==> config.mk <==
export PLATFORM = sky130hd
export DESIGN_NAME = fp_addsub_seq
export DESIGN_NICKNAME = d
export VERILOG_FILES = /design/src/rtl/fp_addsub_seq.sv
export SDC_FILE = /design/constraint.sdc
export NUM_CORES = 1
export LEC_CHECK = 0
export ABC_AREA = 1
export CORE_ASPECT_RATIO = 2
export CORE_MARGIN = 2
export CORE_UTILIZATION = 30
export CTS_CLUSTER_SIZE = 30
export DETAILED_ROUTE_END_ITERATION = 12
export GPL_TIMING_DRIVEN = 0
export SLEW_MARGIN = 20
export SYNTH_ARGS = -nofsm -noshare
export SYNTH_HDL_FRONTEND = slang
export SYNTH_SLANG_ARGS = --single-unit
export TNS_END_PERCENT = 20
==> constraint.sdc <==
create_clock -name CLK -period 21 [get_ports CLK]
set_input_delay 5.25 -clock CLK [delete_from_list [all_inputs] [get_ports CLK]]
set_output_delay 5.25 -clock CLK [all_outputs]
set_load 0.005 [all_outputs]
==> src/rtl/fp_addsub_seq.sv <==
// Multi-cycle floating-point adder/subtractor (ALIGN, ADD, NORM, ROUND stages).
// Subnormals are flushed to zero; results round to nearest even.
module fp_addsub_seq #(
    parameter int EXP_W = 8,
    parameter int MAN_W = 23
) (
    input  logic                   CLK,
    input  logic                   RST,
    input  logic [EXP_W+MAN_W:0]   Datain1,
    input  logic [EXP_W+MAN_W:0]   Datain2,
    input  logic                   Mode,
    input  logic                   Data_valid,
    output logic                   Data_ready,
    output logic [EXP_W+MAN_W:0]   Dataout,
    output logic                   Dataout_valid,
    input  logic                   Dataout_ready,
    output logic [2:0]             Exc,
    output logic                   Inexact
);

    localparam int W   = 1 + EXP_W + MAN_W;
    localparam int SW  = MAN_W + 4;          // hidden bit + fraction + G/R/S
    localparam int EW  = EXP_W + 2;          // room for carry and negative exponents
    localparam int LZW = $clog2(SW + 1);
    localparam logic [EXP_W-1:0] EXP_ONES = '1;
    localparam logic [W-1:0]     QNAN     = {1'b0, EXP_ONES, 1'b1, {(MAN_W-1){1'b0}}};

    typedef enum logic [2:0] {IDLE, ALIGN, ADD, NORM, ROUND, DONE} state_t;
    state_t state_reg, state_next;

    logic [W-1:0]     a_reg, b_reg;
    logic [SW-1:0]    big_sig_reg, small_sig_reg;
    logic [EW-1:0]    exp_reg;
    logic             sign_reg, eff_sub_reg, zero_reg;
    logic             special_reg;
    logic [W-1:0]     special_val_reg;
    logic [2:0]       special_exc_reg;
    logic [SW:0]      sum_reg;
    logic [SW-1:0]    norm_reg;
    logic [W-1:0]     dout_reg;
    logic [2:0]       exc_reg;
    logic             inexact_reg;

    always_ff @(posedge CLK or posedge RST) begin
        if (RST) state_reg <= IDLE;
        else     state_reg <= state_next;
    end

    always_comb begin
        state_next = state_reg;
        case (state_reg)
            IDLE:    if (Data_valid) state_next = ALIGN;
            ALIGN:   state_next = ADD;
            ADD:     state_next = NORM;
            NORM:    state_next = ROUND;
            ROUND:   state_next = DONE;
            DONE:    if (Dataout_ready) state_next = IDLE;
            default: state_next = IDLE;
        endcase
    end

    // Operand unpack, subnormal flush and magnitude ordering
    logic [EXP_W-1:0] ea, eb, e_big, e_small, exp_diff;
    logic [MAN_W-1:0] fa, fb, f_big, f_small;
    logic             sa, sb, s_big, a_ge;
    logic             a_nan, b_nan, a_inf, b_inf;
    logic [SW-1:0]    big_ext, small_ext, small_al, lost_bits;

    assign ea       = a_reg[W-2:MAN_W];
    assign eb       = b_reg[W-2:MAN_W];
    assign fa       = (ea == '0) ? '0 : a_reg[MAN_W-1:0];
    assign fb       = (eb == '0) ? '0 : b_reg[MAN_W-1:0];
    assign sa       = a_reg[W-1];
    assign sb       = b_reg[W-1];
    assign a_nan    = (ea == EXP_ONES) && (fa != '0);
    assign b_nan    = (eb == EXP_ONES) && (fb != '0);
    assign a_inf    = (ea == EXP_ONES) && (fa == '0);
    assign b_inf    = (eb == EXP_ONES) && (fb == '0);
    assign a_ge     = {ea, fa} >= {eb, fb};
    assign e_big    = a_ge ? ea : eb;
    assign e_small  = a_ge ? eb : ea;
    assign f_big    = a_ge ? fa : fb;
    assign f_small  = a_ge ? fb : fa;
    assign s_big    = a_ge ? sa : sb;
    assign big_ext  = {e_big != '0, f_big, 3'b000};
    assign small_ext = {e_small != '0, f_small, 3'b000};
    assign exp_diff = e_big - e_small;

    genvar gi;
    generate
        for (gi = 0; gi < SW; gi++) begin : g_lost
            assign lost_bits[gi] = small_ext[gi] & (32'(exp_diff) > gi);
        end
    endgenerate

    always_comb begin
        if (32'(exp_diff) >= MAN_W + 3)
            small_al = {{(SW-1){1'b0}}, |small_ext};
        else
            small_al = (small_ext >> exp_diff) | {{(SW-1){1'b0}}, |lost_bits};
    end

    logic             sp_hit;
    logic [W-1:0]     sp_val;
    logic [2:0]       sp_exc;

    always_comb begin
        sp_hit = 1'b1;
        sp_val = '0;
        sp_exc = 3'b000;
        if (a_nan || b_nan || (a_inf && b_inf && (sa != sb))) begin
            sp_val = QNAN;
            sp_exc = 3'b100;
        end else if (a_inf) begin
            sp_val = a_reg;
        end else if (b_inf) begin
            sp_val = b_reg;
        end else begin
            sp_hit = 1'b0;
        end
    end

    // Significand add/subtract; big >= small is guaranteed by the ordering
    logic [SW:0] sum_next;
    assign sum_next = eff_sub_reg ? ({1'b0, big_sig_reg} - {1'b0, small_sig_reg})
                                  : ({1'b0, big_sig_reg} + {1'b0, small_sig_reg});

    // Normalisation with a single-cycle leading-zero count
    logic [LZW-1:0] lz;
    logic [SW-1:0]  norm_next;
    logic [EW-1:0]  exp_norm_next;

    always_comb begin
        lz = LZW'(SW);
        for (int i = 0; i < SW; i++)
            if (sum_reg[i]) lz = LZW'(SW - 1 - i);
    end

    always_comb begin
        if (sum_reg[SW]) begin
            norm_next     = {sum_reg[SW:2], sum_reg[1] | sum_reg[0]};
            exp_norm_next = exp_reg + EW'(1);
        end else begin
            norm_next     = sum_reg[SW-1:0] << lz;
            exp_norm_next = exp_reg - EW'(lz);
        end
    end

    // Round to nearest even and final result selection
    logic [MAN_W:0]   mant;
    logic             g_bit, r_bit, s_bit, grs, round_up, ovf, unf;
    logic [MAN_W+1:0] mant_rnd;
    logic [MAN_W-1:0] frac_fin;
    logic [EW-1:0]    exp_fin;
    logic [W-1:0]     dout_next;
    logic [2:0]       exc_next;
    logic             inexact_next;

    assign mant     = norm_reg[SW-1:3];
    assign g_bit    = norm_reg[2];
    assign r_bit    = norm_reg[1];
    assign s_bit    = norm_reg[0];
    assign grs      = g_bit | r_bit | s_bit;
    assign round_up = g_bit & (r_bit | s_bit | mant[0]);
    assign mant_rnd = {1'b0, mant} + {{(MAN_W+1){1'b0}}, round_up};

    always_comb begin
        if (mant_rnd[MAN_W+1]) begin
            frac_fin = mant_rnd[MAN_W:1];
            exp_fin  = exp_reg + EW'(1);
        end else begin
            frac_fin = mant_rnd[MAN_W-1:0];
            exp_fin  = exp_reg;
        end
    end

    assign ovf = !exp_fin[EW-1] && (exp_fin >= {2'b00, EXP_ONES});
    assign unf = exp_fin[EW-1] || (exp_fin == '0);

    always_comb begin
        dout_next    = {sign_reg, exp_fin[EXP_W-1:0], frac_fin};
        exc_next     = 3'b000;
        inexact_next = grs;
        if (special_reg) begin
            dout_next    = special_val_reg;
            exc_next     = special_exc_reg;
            inexact_next = 1'b0;
        end else if (zero_reg) begin
            dout_next    = {sign_reg, {(W-1){1'b0}}};
            inexact_next = 1'b0;
        end else if (ovf) begin
            dout_next    = {sign_reg, EXP_ONES, {MAN_W{1'b0}}};
            exc_next     = 3'b010;
            inexact_next = 1'b1;
        end else if (unf) begin
            dout_next    = '0;
            exc_next     = 3'b001;
        end
    end

    always_ff @(posedge CLK or posedge RST) begin
        if (RST) begin
            a_reg           <= '0;
            b_reg           <= '0;
            big_sig_reg     <= '0;
            small_sig_reg   <= '0;
            exp_reg         <= '0;
            sign_reg        <= 1'b0;
            eff_sub_reg     <= 1'b0;
            zero_reg        <= 1'b0;
            special_reg     <= 1'b0;
            special_val_reg <= '0;
            special_exc_reg <= 3'b000;
            sum_reg         <= '0;
            norm_reg        <= '0;
            dout_reg        <= '0;
            exc_reg         <= 3'b000;
            inexact_reg     <= 1'b0;
        end else begin
            case (state_reg)
                IDLE: if (Data_valid) begin
                    a_reg <= Datain1;
                    b_reg <= {Datain2[W-1] ^ Mode, Datain2[W-2:0]};
                end
                ALIGN: begin
                    big_sig_reg     <= big_ext;
                    small_sig_reg   <= small_al;
                    exp_reg         <= {2'b00, e_big};
                    sign_reg        <= s_big;
                    eff_sub_reg     <= sa ^ sb;
                    special_reg     <= sp_hit;
                    special_val_reg <= sp_val;
                    special_exc_reg <= sp_exc;
                end
                ADD: begin
                    sum_reg <= sum_next;
                    // an exact cancellation is always +0
                    if (eff_sub_reg && (sum_next == '0)) sign_reg <= 1'b0;
                end
                NORM: begin
                    norm_reg <= norm_next;
                    exp_reg  <= exp_norm_next;
                    zero_reg <= (sum_reg == '0);
                end
                ROUND: begin
                    dout_reg    <= dout_next;
                    exc_reg     <= exc_next;
                    inexact_reg <= inexact_next;
                end
                default: ;
            endcase
        end
    end

    assign Data_ready    = (state_reg == IDLE);
    assign Dataout_valid = (state_reg == DONE);
    assign Dataout       = dout_reg;
    assign Exc           = exc_reg;
    assign Inexact       = inexact_reg;

endmodule
==> results_dict.tcl <==
set metrics [dict create \
    cts.clk_slew.worst_paths_ns 0.07 \
    synthTopCellsByCount "nand2_1 (776), inv_1 (330), o21ai_0 (294), nand3_1 (279), dfrtp_1 (256)" \
    cts_sinks 256 \
    finalNonFillerCells 3863 \
    period_share_pct 35.1 \
    regArea_um2 6410 \
    die_area_um2 66600 \
    synthArstFlopShare_pct 100 \
    synth_xor_area_share_pct 2.53 \
    drc 0 \
    synth_cell_types 65 \
    synth_fa_ha_area_share_pct 5.96 \
    synth_flop_cell "dfrtp_1" \
    wl_per_cell_um 24.2 \
    fill_cells 7089 \
    nets 3201 \
    first_pass_iters 6 \
    placed_area_um2 21500 \
    vias_per_cell 5.36 \
    ys_ff_latch 256 \
    crit_path_max_fanout 10 \
    h-tree-depth 1 \
    fin_tns_setup_ns 0 \
    setup_violations 0 \
    max_cap_violations 0 \
    clockBufferDepth 3 \
    grt.total_usage_pct 27.9 \
    ios 107 \
    die_y_um 363 \
    synth_nets 3061 \
    core_area_um2 63800 \
    postLayoutCellArea_um2 22500 \
    grt_pass1_wl_mm 135 \
    drive_gt1_share_pct 4.02 \
    start_util_pct 30.3 \
    dp_cells 3809 \
    cp-start-kind "register" \
    cts_setup_buffers 0 \
    slowest_delay_ns 0.68 \
    report.final.slew_viol_count 0 \
    wirelength_mm 93.4 \
    areaGrowthSynthToFinish_pct 16.1 \
    drt-initial-drc-count 1116 \
    clock_latency_ns 0.63 \
    holdBufCountCts 0 \
    die_w_um 184 \
    period_minus_slack_ns 7.37 \
    cts_buffers 28 \
    ys_top_cells_by_area "dfrtp_1 (33%), nand2_1 (15%), o21ai_0 (7.6%)" \
    avgSynthCellArea_um2 6.67 \
    min_path_type "reg2reg" \
    num_rows 131 \
    cts_tree "built" \
    endpoint_kind "register" \
    gp_congestion 1.03 \
    cts_root_buffer "clkbuf_16" \
    yosysSeqAreaShare_pct 33.1 \
    skew_ns 0.0307 \
    numPortBuffers 106 \
    rsz0062_at_grt "no" \
    antenna_found_initial 0 \
    multi_input_area_um2 11100 \
    grt-ovfl-total 0 \
    synth_top_area_share_pct 33.1 \
    synth_warnings 0 \
    yosys.area.top_type "dfrtp_1" \
    synthMuxAreaShare_pct 0.259 \
    max_freq_mhz 136 \
    syn_inst 2901 \
    grt_pass1_vias 21500 \
    grt_start_max_net_pins 97 \
    synth_top_family_by_area "simple AND/OR/NAND/NOR gates" \
    worstMarginPinSlew_ns 1.30 \
    maxSlewHeadroom_pct 12.4 \
    synth-edff-count 0 \
    hold_viol 0 \
    status "complete, no violations" \
    synthSimpleGateAreaFrac_pct 32.1 \
    yosysMostFrequentCell "nand2_1" \
    critPathMostFrequentCell "nand2_1" \
    synth-compound-area-share_pct 16.5 \
    vias 20700 \
    crit_path_top_delay_cell "nor2_1" \
    dp_hpwl_mm 76.6 \
    cts-resized-gates 0 \
    syn_area_um2 19300 \
    timing.setup.critical_path_class "reg2reg" \
    cp.arrival_ns 7.89 \
    final_antenna_net_count 0 \
    critical_path_required_ns 21.53 \
]
## critical path, delay by kind of cell, from the launching register on
kind,cells,cell delay (ns)
simple gates,23,4.47
flops,1,0.43
fa+ha+maj,2,0.59
buf+inv,4,1.09
compound gates,4,0.67
## per-stage QoR
stage,utilization [%],setup slack [ns],hold WS [ns]
after floorplan,-,8.71,0.436
after global placement,33.6,4.88,0.450
after CTS,35.2,13.71,0.469
final,35.2,13.63,0.468
after detailed placement,33.7,13.24,0.452
after global routing,35.2,13.57,0.486
## logic make-up after synthesis
| family | Yosys count |
|---|---|
| buffers and inverters | 476 |
| and+or+nand+nor | 1429 |
| adders and majority gates | 91 |
| muxes | 5 |
| DFF | 256 |
| AOI/OAI and AO/OA | 589 |
| xor gates and xnor gates | 55 |
## layout make-up
class	instances	area share (%)
clock inverter	12	0.563
antenna	2	0.0223
tap	798	4.45
sequential	256	28.5
clock buffer	40	3.72
inverter	343	5.79
timing repair buffer	110	5.04
buffer	133	2.46
multi-input combinational	2169	49.4
## final timing paths
check                                    start                  end  slack, ns  depth (start not counted)
min in group asynchronous                  RST    small_sig_reg[26]       5.10                          2
hold / removal             special_val_reg[18]  special_val_reg[18]       0.47                          2
setup reg to reg                     a_reg[24]     small_sig_reg[0]      13.63                         33
max in group asynchronous                  RST          norm_reg[0]      14.60                          4
setup / recovery                     a_reg[24]     small_sig_reg[0]      13.63                         33
hold reg to reg            special_val_reg[18]  special_val_reg[18]       0.47                          2
## placed cells by master (no fill, tap or decap), drive strengths merged, types with 6 or more instances in the layout
cell type      Yosys  routed
nor2             222     222
nor3              26      26
a21oi            192     192
clkinv             4      10
nand4             71      71
buf               24      28
clkdlybuf4s50      0     106
dfrtp            256     256
o22ai             10      10
ha                89      89
a22oi             12      12
nand2            793     793
clkbuf           109     149
o21ai            309     309
nor4              25      25
o211ai            13      13
o221ai             8       8
a31oi              9       9
a211oi             6       6
nand3            284     284
inv              339     342
xor2              50      50
## metal layers
layer  share of wire [%]  GRT usage, %  vias up
li1                    -             -     9903
met1                  29          21.8     9631
met2                  54          54.5      754
met3                 3.7          3.55      421
met4                  13          30.9        0
met5                   0             0        -
Power is left out: the tool's default activity adds up to more than one toggle a clock period on the data nets, which glitch-free logic cannot reach.
==> RTL edit 1 (same flow settings) <==
Change the parameter `EXP_W` from 8 to 12.
--- a/src/rtl/fp_addsub_seq.sv
+++ b/src/rtl/fp_addsub_seq.sv
@@ -1,7 +1,7 @@
 // Multi-cycle floating-point adder/subtractor (ALIGN, ADD, NORM, ROUND stages).
 // Subnormals are flushed to zero; results round to nearest even.
 module fp_addsub_seq #(
-    parameter int EXP_W = 8,
+    parameter int EXP_W = 12,
     parameter int MAN_W = 23
 ) (
     input  logic                   CLK,
Interface: changed (resized Datain1, Datain2 and Dataout); port bits go from 107 to 119. The function was not compared with the original's and may differ.
==> RTL edit 1 against the original RTL <==
- design area grew 8.3%
- setup slack got worse by 170 ps
- synthesized cell count grew 9.7%
- global-route usage fell by 5.3 points
- sequential cell count increased by 20
- sequential share of layout area is 0.13 points lower
- area after synthesis up 8.2%
- wire length fell by 12%
- critical path type is now primary input to flip-flop
Power is left out: the tool's default activity adds up to more than one toggle a clock period on the data nets, which glitch-free logic cannot reach.
==> RTL edit 1: results (changes against the original RTL) <==
Critical path
  – Max incr delay on CP: 680 ps (about the same)
  – Critical Path AT: 8010 ps (+120 ps)
  – CP max-delay cell: clkbuf_1
  – Worst-path fanout max: 10 (unchanged)

Global route
  – Largest net degree at the start of global routing: 103 (+6.2%)
  – Number of global-route vias before repair: 21,143 (-1.5%)
  – Initial antenna violation count: 0 (unchanged)
  – Gr usage total: 22.6% (-5.3 points)
  – First-pass GRT wire length: 126 mm (-7.0%)

Clock network
  – CTS root buffer: clkbuf_16
  – Deepest clock path buffer count: 3 (unchanged)
  – Clock Pin Slew Worst Setup and Hold Paths: ~60 ps
  – Gates resized, CTS repair: 0 (unchanged)
  – Total CTS buffers: 30 (+7.1%)
  – Worst-Skew Late Latency: 610 ps (-20 ps)
  – H-tree levels: 1 (unchanged)
  – Setup Fix Bufs, Post-CTS: 0 (unchanged)

Route
  – Detailed Route Iter0 Violations: 1,965 (+76%)
  – Wirelength, routed: 82.1 mm (-12%)
  – Via count: 22,131 (+6.9%)
  – Drt first pass iters: 6 (unchanged)

Logic synthesis
  – Compound-Gate Fraction of Synth Area: 16.4% (-0.13 points)
  – Post-synthesis mux area share: 0.0957% (-0.16 points)
  – Syn Nets: 3,355 (+9.6%)
  – XOR/XNOR Fraction of Synth Area: 2.38% (-0.15 points)
  – Syn Inst Count: 3,183 (+9.7%)
  – Async SR Flop Fraction: 100% (unchanged)
  – Yosys warns: 0 (unchanged)
  – Adder-cell share of the synthesized area: 5.75% (-0.21 points)
  – Synth area leaders: dfrtp_1 (33%), nand2_1 (18%), o21ai_0 (6.8%)
  – Distinct cells, synth: 60 (-7.7%)
  – Post-synth top cells: nand2_1 (983), inv_1 (339), o21ai_0 (283)
  – Register area share after synthesis: 33.0% (-0.10 points)

Min path
  – Worst hold path type: flip-flop to flip-flop

Layout
  – Final std cells w/o fill: 4,263 (+10%)
  – Nets: 3,510 (+9.7%)
  – Fraction of layout cells with a size suffix above 1: 3.75% (-0.27 points)
  – ANT cells: 0 (-2)

Placed design
  – Placed cell area: 23,300 um^2 (+8.6%)
  – Dpl cells: 4,209 (+11%)
  – PortBufs: 118 (+11%)
  – HPWL after DPL: 65.8 mm (-14%)
  – Routability cong.: 0.997 (-3.0%)
  – Pre-CTS setup slack: 12,780 ps (-461 ps)

Timing
  – Skew final: 17.3 ps (-13.4 ps)
  – Rel. slew slack: 21.1% (+8.7 points)

Run status
  – Status: finished clean
[RTL edit 1: cell types whose count changed after synthesis, sizes merged, moves of 9 or more]
| cell | change |
|---|---|
| inv | +10 |
| nand2 | +198 |
| nor3 | +12 |
| nor2 | +9 |
| dfrtp | +20 |
| o21a | +12 |
| buf | +11 |
| nand4 | -14 |
[RTL edit 1: area by class of cell]
cell class / instances / area, um^2
tap: 903 / 1130
sequential: 276 / 6910
multi-input combinational: 2407 / 12100
fill: 7606 / 45100
timing repair buffer: 123 / 1280
clock buffer: 36 / 835
inverter: 358 / 1350
clock inverter: 18 / 141
buffer: 142 / 589
[RTL edit 1: through the flow]
stage	hold WS, ps	util, %
global placement	449	33.5
floorplan	436	-
finish	468	35.0
detailed placement	452	33.6
CTS	469	35.0
global route	482	35.0
[RTL edit 1: cell families (layout without fill, tap and decap cells)]
family / after synthesis / after routing
simple gates: 1634 / 1634
compound gates: 620 / 620
buf+inv: 500 / 677
flops: 276 / 276
fa+ha+maj: 95 / 95
xor+xnor: 56 / 56
mux: 2 / 2
[RTL edit 1: final timing paths]
kind | cells after the start | slack (ps) | end | from
min in group asynchronous | 2 | 5040 | exp_reg[8]$_DFFE_PP0P_ | RST
max reg2reg | 35 | 13830 | small_sig_reg[0]$_DFFE_PP0P_ | a_reg[27]$_DFFE_PP0P_
min | 2 | 470 | special_val_reg[2]$_DFFE_PP0P_ | special_val_reg[2]$_DFFE_PP0P_
max in group asynchronous | 4 | 14800 | a_reg[0]$_DFFE_PP0P_ | RST
max | 6 | 13460 | b_reg[26]$_DFFE_PP0P_ | Data_valid
min reg2reg | 2 | 470 | special_val_reg[2]$_DFFE_PP0P_ | special_val_reg[2]$_DFFE_PP0P_
[RTL edit 1: per-layer routing]
metal / part of all wire (%) / wire, um / up-vias / global-route usage, %
li1: - / - / 10759 / -
met1: 44 / 36400 / 10520 / 30.6
met2: 46 / 37900 / 735 / 37.1
met3: 5.8 / 4740 / 117 / 2.36
met4: 3.9 / 3160 / 0 / 8.35
met5: 0 / 0 / - / 0
[RTL edit 1: worst max-delay path: cells and delay by family]
| family | cells | cell delay, ps |
|---|---|---|
| buffers and inverters | 4 | 2010 |
| AND/OR/NAND/NOR | 1 | 560 |
| AO/OA/AOI/OAI | 1 | 150 |
==> RTL edit 2 (same flow settings) <==
Made on the original files. The 6 states of `state_t` get a one-hot encoding in 6 bits.
--- a/src/rtl/fp_addsub_seq.sv
+++ b/src/rtl/fp_addsub_seq.sv
@@ -25,7 +25,7 @@
     localparam logic [EXP_W-1:0] EXP_ONES = '1;
     localparam logic [W-1:0]     QNAN     = {1'b0, EXP_ONES, 1'b1, {(MAN_W-1){1'b0}}};
 
-    typedef enum logic [2:0] {IDLE, ALIGN, ADD, NORM, ROUND, DONE} state_t;
+    typedef enum logic [5:0] {IDLE = 6'b000001, ALIGN = 6'b000010, ADD = 6'b000100, NORM = 6'b001000, ROUND = 6'b010000, DONE = 6'b100000} state_t;
     state_t state_reg, state_next;
 
     logic [W-1:0]     a_reg, b_reg;
Formal check against the unedited RTL: no difference found for any inputs over 4 cycles, from zero or initial values and one cycle with RST high; so few cycles prove little.
==> RTL edit 2 against the original RTL <==
- design area is 0.22% higher
- wire length is 9.6% lower
- sequential cell count is 3 higher
- area after synthesis stayed put
- sequential share of layout area is 0.28 points higher
- clock skew is 4.1 ps lower
- setup slack worse by 750 ps
- largest cell class unchanged
Power is not shown: default switching activity piles up to over one toggle a cycle in this logic, so the estimate is an artifact.
==> RTL edit 2: results (changes against the original RTL) <==
Run status
  – Status: finished clean

Route
  – DR vias/cell: 5.29 (-1.3%)
  – Met3 Wirelength: 2.97 mm (-15%)
  – Wirelength, routed: 84.4 mm (-9.6%)
  – Detailed Route Iter0 Violations: 1,018 (-8.8%)
  – WL met2: 45.6 mm (-10%)
  – Metal1 wirelength: 25.1 mm (-6.2%)
  – Max layer used: met4

Layout
  – Leading cell kind: multi-input combinational cells
  – Comb_multi_in: 2,126 (-2.0%)
  – Sequential cell area: 6480 um^2 (+1.2%)
  – Number of signal-net inverters in the final layout: 330 (-3.8%)
  – Multi-input logic area: 11,100 um^2 (-0.17%)
  – Clk tree area frac: 4.46% (+0.18 points)
  – FF+latch count: 259 (+1.2%)
  – Non-clock buffer count: 242 (-0.41%)
  – Nets: 3,147 (-1.7%)
  – ANT cells: 0 (-2)
  – Final non-clock buffer share: 7.48% (-0.022 points)
  – Fraction of layout cells with a size suffix above 1: 4.65% (+0.64 points)
  – Clock buffer cells: 39 (-2.5%)
  – Layout fillers: 6,958 (-1.8%)

Logic synthesis
  – Yosys warns: 0 (unchanged)
  – Syn Nets: 3,008 (-1.7%)
  – Post-synth top cells: nand2_1 (741), inv_1 (315), o21ai_0 (301)
  – Distinct cells, synth: 68 (+4.6%)
  – Synth area leaders: dfrtp_1 (33%), nand2_1 (14%), o21ai_0 (7.8%)
  – Async SR Flop Fraction: 100% (unchanged)
  – Register area share after synthesis: 33.5% (+0.39 points)

Critical path
  – Crit-path leading delay family: simple AND/OR/NAND/NOR gates
  – CP max-delay cell: o21ai_1
  – Reg2Reg Launch Point: a_reg[23]$_DFFE_PP0P_
  – Critical Path AT: 8590 ps (+700 ps)
  – FF-to-FF path depth: 34 (+3.0%)
  – Max incr delay on CP: 730 ps (+50 ps)

Timing
  – Slew @ Worst Pin: 1160 ps (-138 ps)
  – Skew final: 26.6 ps (-4.14 ps)
  – Final hold violation count: 0 (unchanged)

Global route
  – First-pass GRT wire length: 125 mm (-7.5%)
  – Initial antenna violation count: 0 (unchanged)
  – Met1 GRT Util: 20.3% (-1.5 points)
  – Largest net degree at the start of global routing: 85 (-12%)
  – Number of global-route vias before repair: 20,898 (-2.7%)
  – GRT met3 Usage: 2.89% (-0.65 points)
  – Gr usage total: 25.3% (-2.6 points)
  – GRT met2 Usage: 49.5% (-5.0 points)

Placed design
  – Pre-CTS setup slack: 13,060 ps (-176 ps)
  – Routability cong.: 1.04 (+1.5%)
  – PortBufs: 106 (unchanged)
  – HPWL after DPL: 70.3 mm (-8.3%)

Min path
  – Worst Hold Launch: special_val_reg[12]$_DFFE_PP0P_
  – Hold endpoint: special_val_reg[12]$_DFFE_PP0P_
  – Worst hold path type: flip-flop to flip-flop

Clock network
  – Worst-Skew Late Latency: 600 ps (-30 ps)
  – Setup Fix Bufs, Post-CTS: 0 (unchanged)
  – Total CTS buffers: 28 (unchanged)
==> RTL edit 2: cell count changes in the layout (fill, tap and decap cells not counted), moves of 10 or more <==
cell     before  now
o21ai_0     289  300
nand2_1     776  741
nor2_1      214  189
inv_1       329  314
mux2_2        0   12
nand3_1     279  289
a21oi_1     190  175
==> RTL edit 2: logic make-up (layout without fill, tap and decap cells) <==
family	Yosys count	after routing	share of synthesized area [%]
and+or+nand+nor	1380	1380	31.2
AOI/OAI and AO/OA	589	589	16.8
buffers and inverters	463	624	9.24
DFF	259	259	33.5
adders and majority gates	91	91	5.96
xor gates and xnor gates	52	52	2.45
muxes	14	14	0.802
==> RTL edit 2: worst max path at each step <==
| stage | startpoint | endpoint | slack [ps] | cells past startpoint |
|---|---|---|---|---|
| after CTS | state_reg[1]$_DFFE_PP0P_ | Dataout_valid | 12980 | 4 |
| after global placement | RST | Dataout[24]$_DFFE_PP0P_ | 4960 | 2 |
| after global routing | a_reg[24]$_DFFE_PP0P_ | small_sig_reg[0]$_DFFE_PP0P_ | 12600 | 34 |
| after floorplan | RST | Dataout[0]$_DFFE_PP0P_ | 8620 | 1 |
| final | a_reg[23]$_DFFE_PP0P_ | small_sig_reg[0]$_DFFE_PP0P_ | 12880 | 34 |
| after detailed placement | a_reg[24]$_DFFE_PP0P_ | small_sig_reg[0]$_DFFE_PP0P_ | 13060 | 34 |
==> RTL edit 2: per-stage QoR <==
step	instances	hold WS, ps	instance area, um^2	utilization (%)
2_1_floorplan	2848	436	19300	-
3_3_place_gp	3752	449	21400	33.6
3_5_place_dp	3755	452	21500	33.7
4_1_cts	3807	471	22500	35.3
5_1_grt	3807	486	22500	35.3
6_report	3807	468	22500	35.3
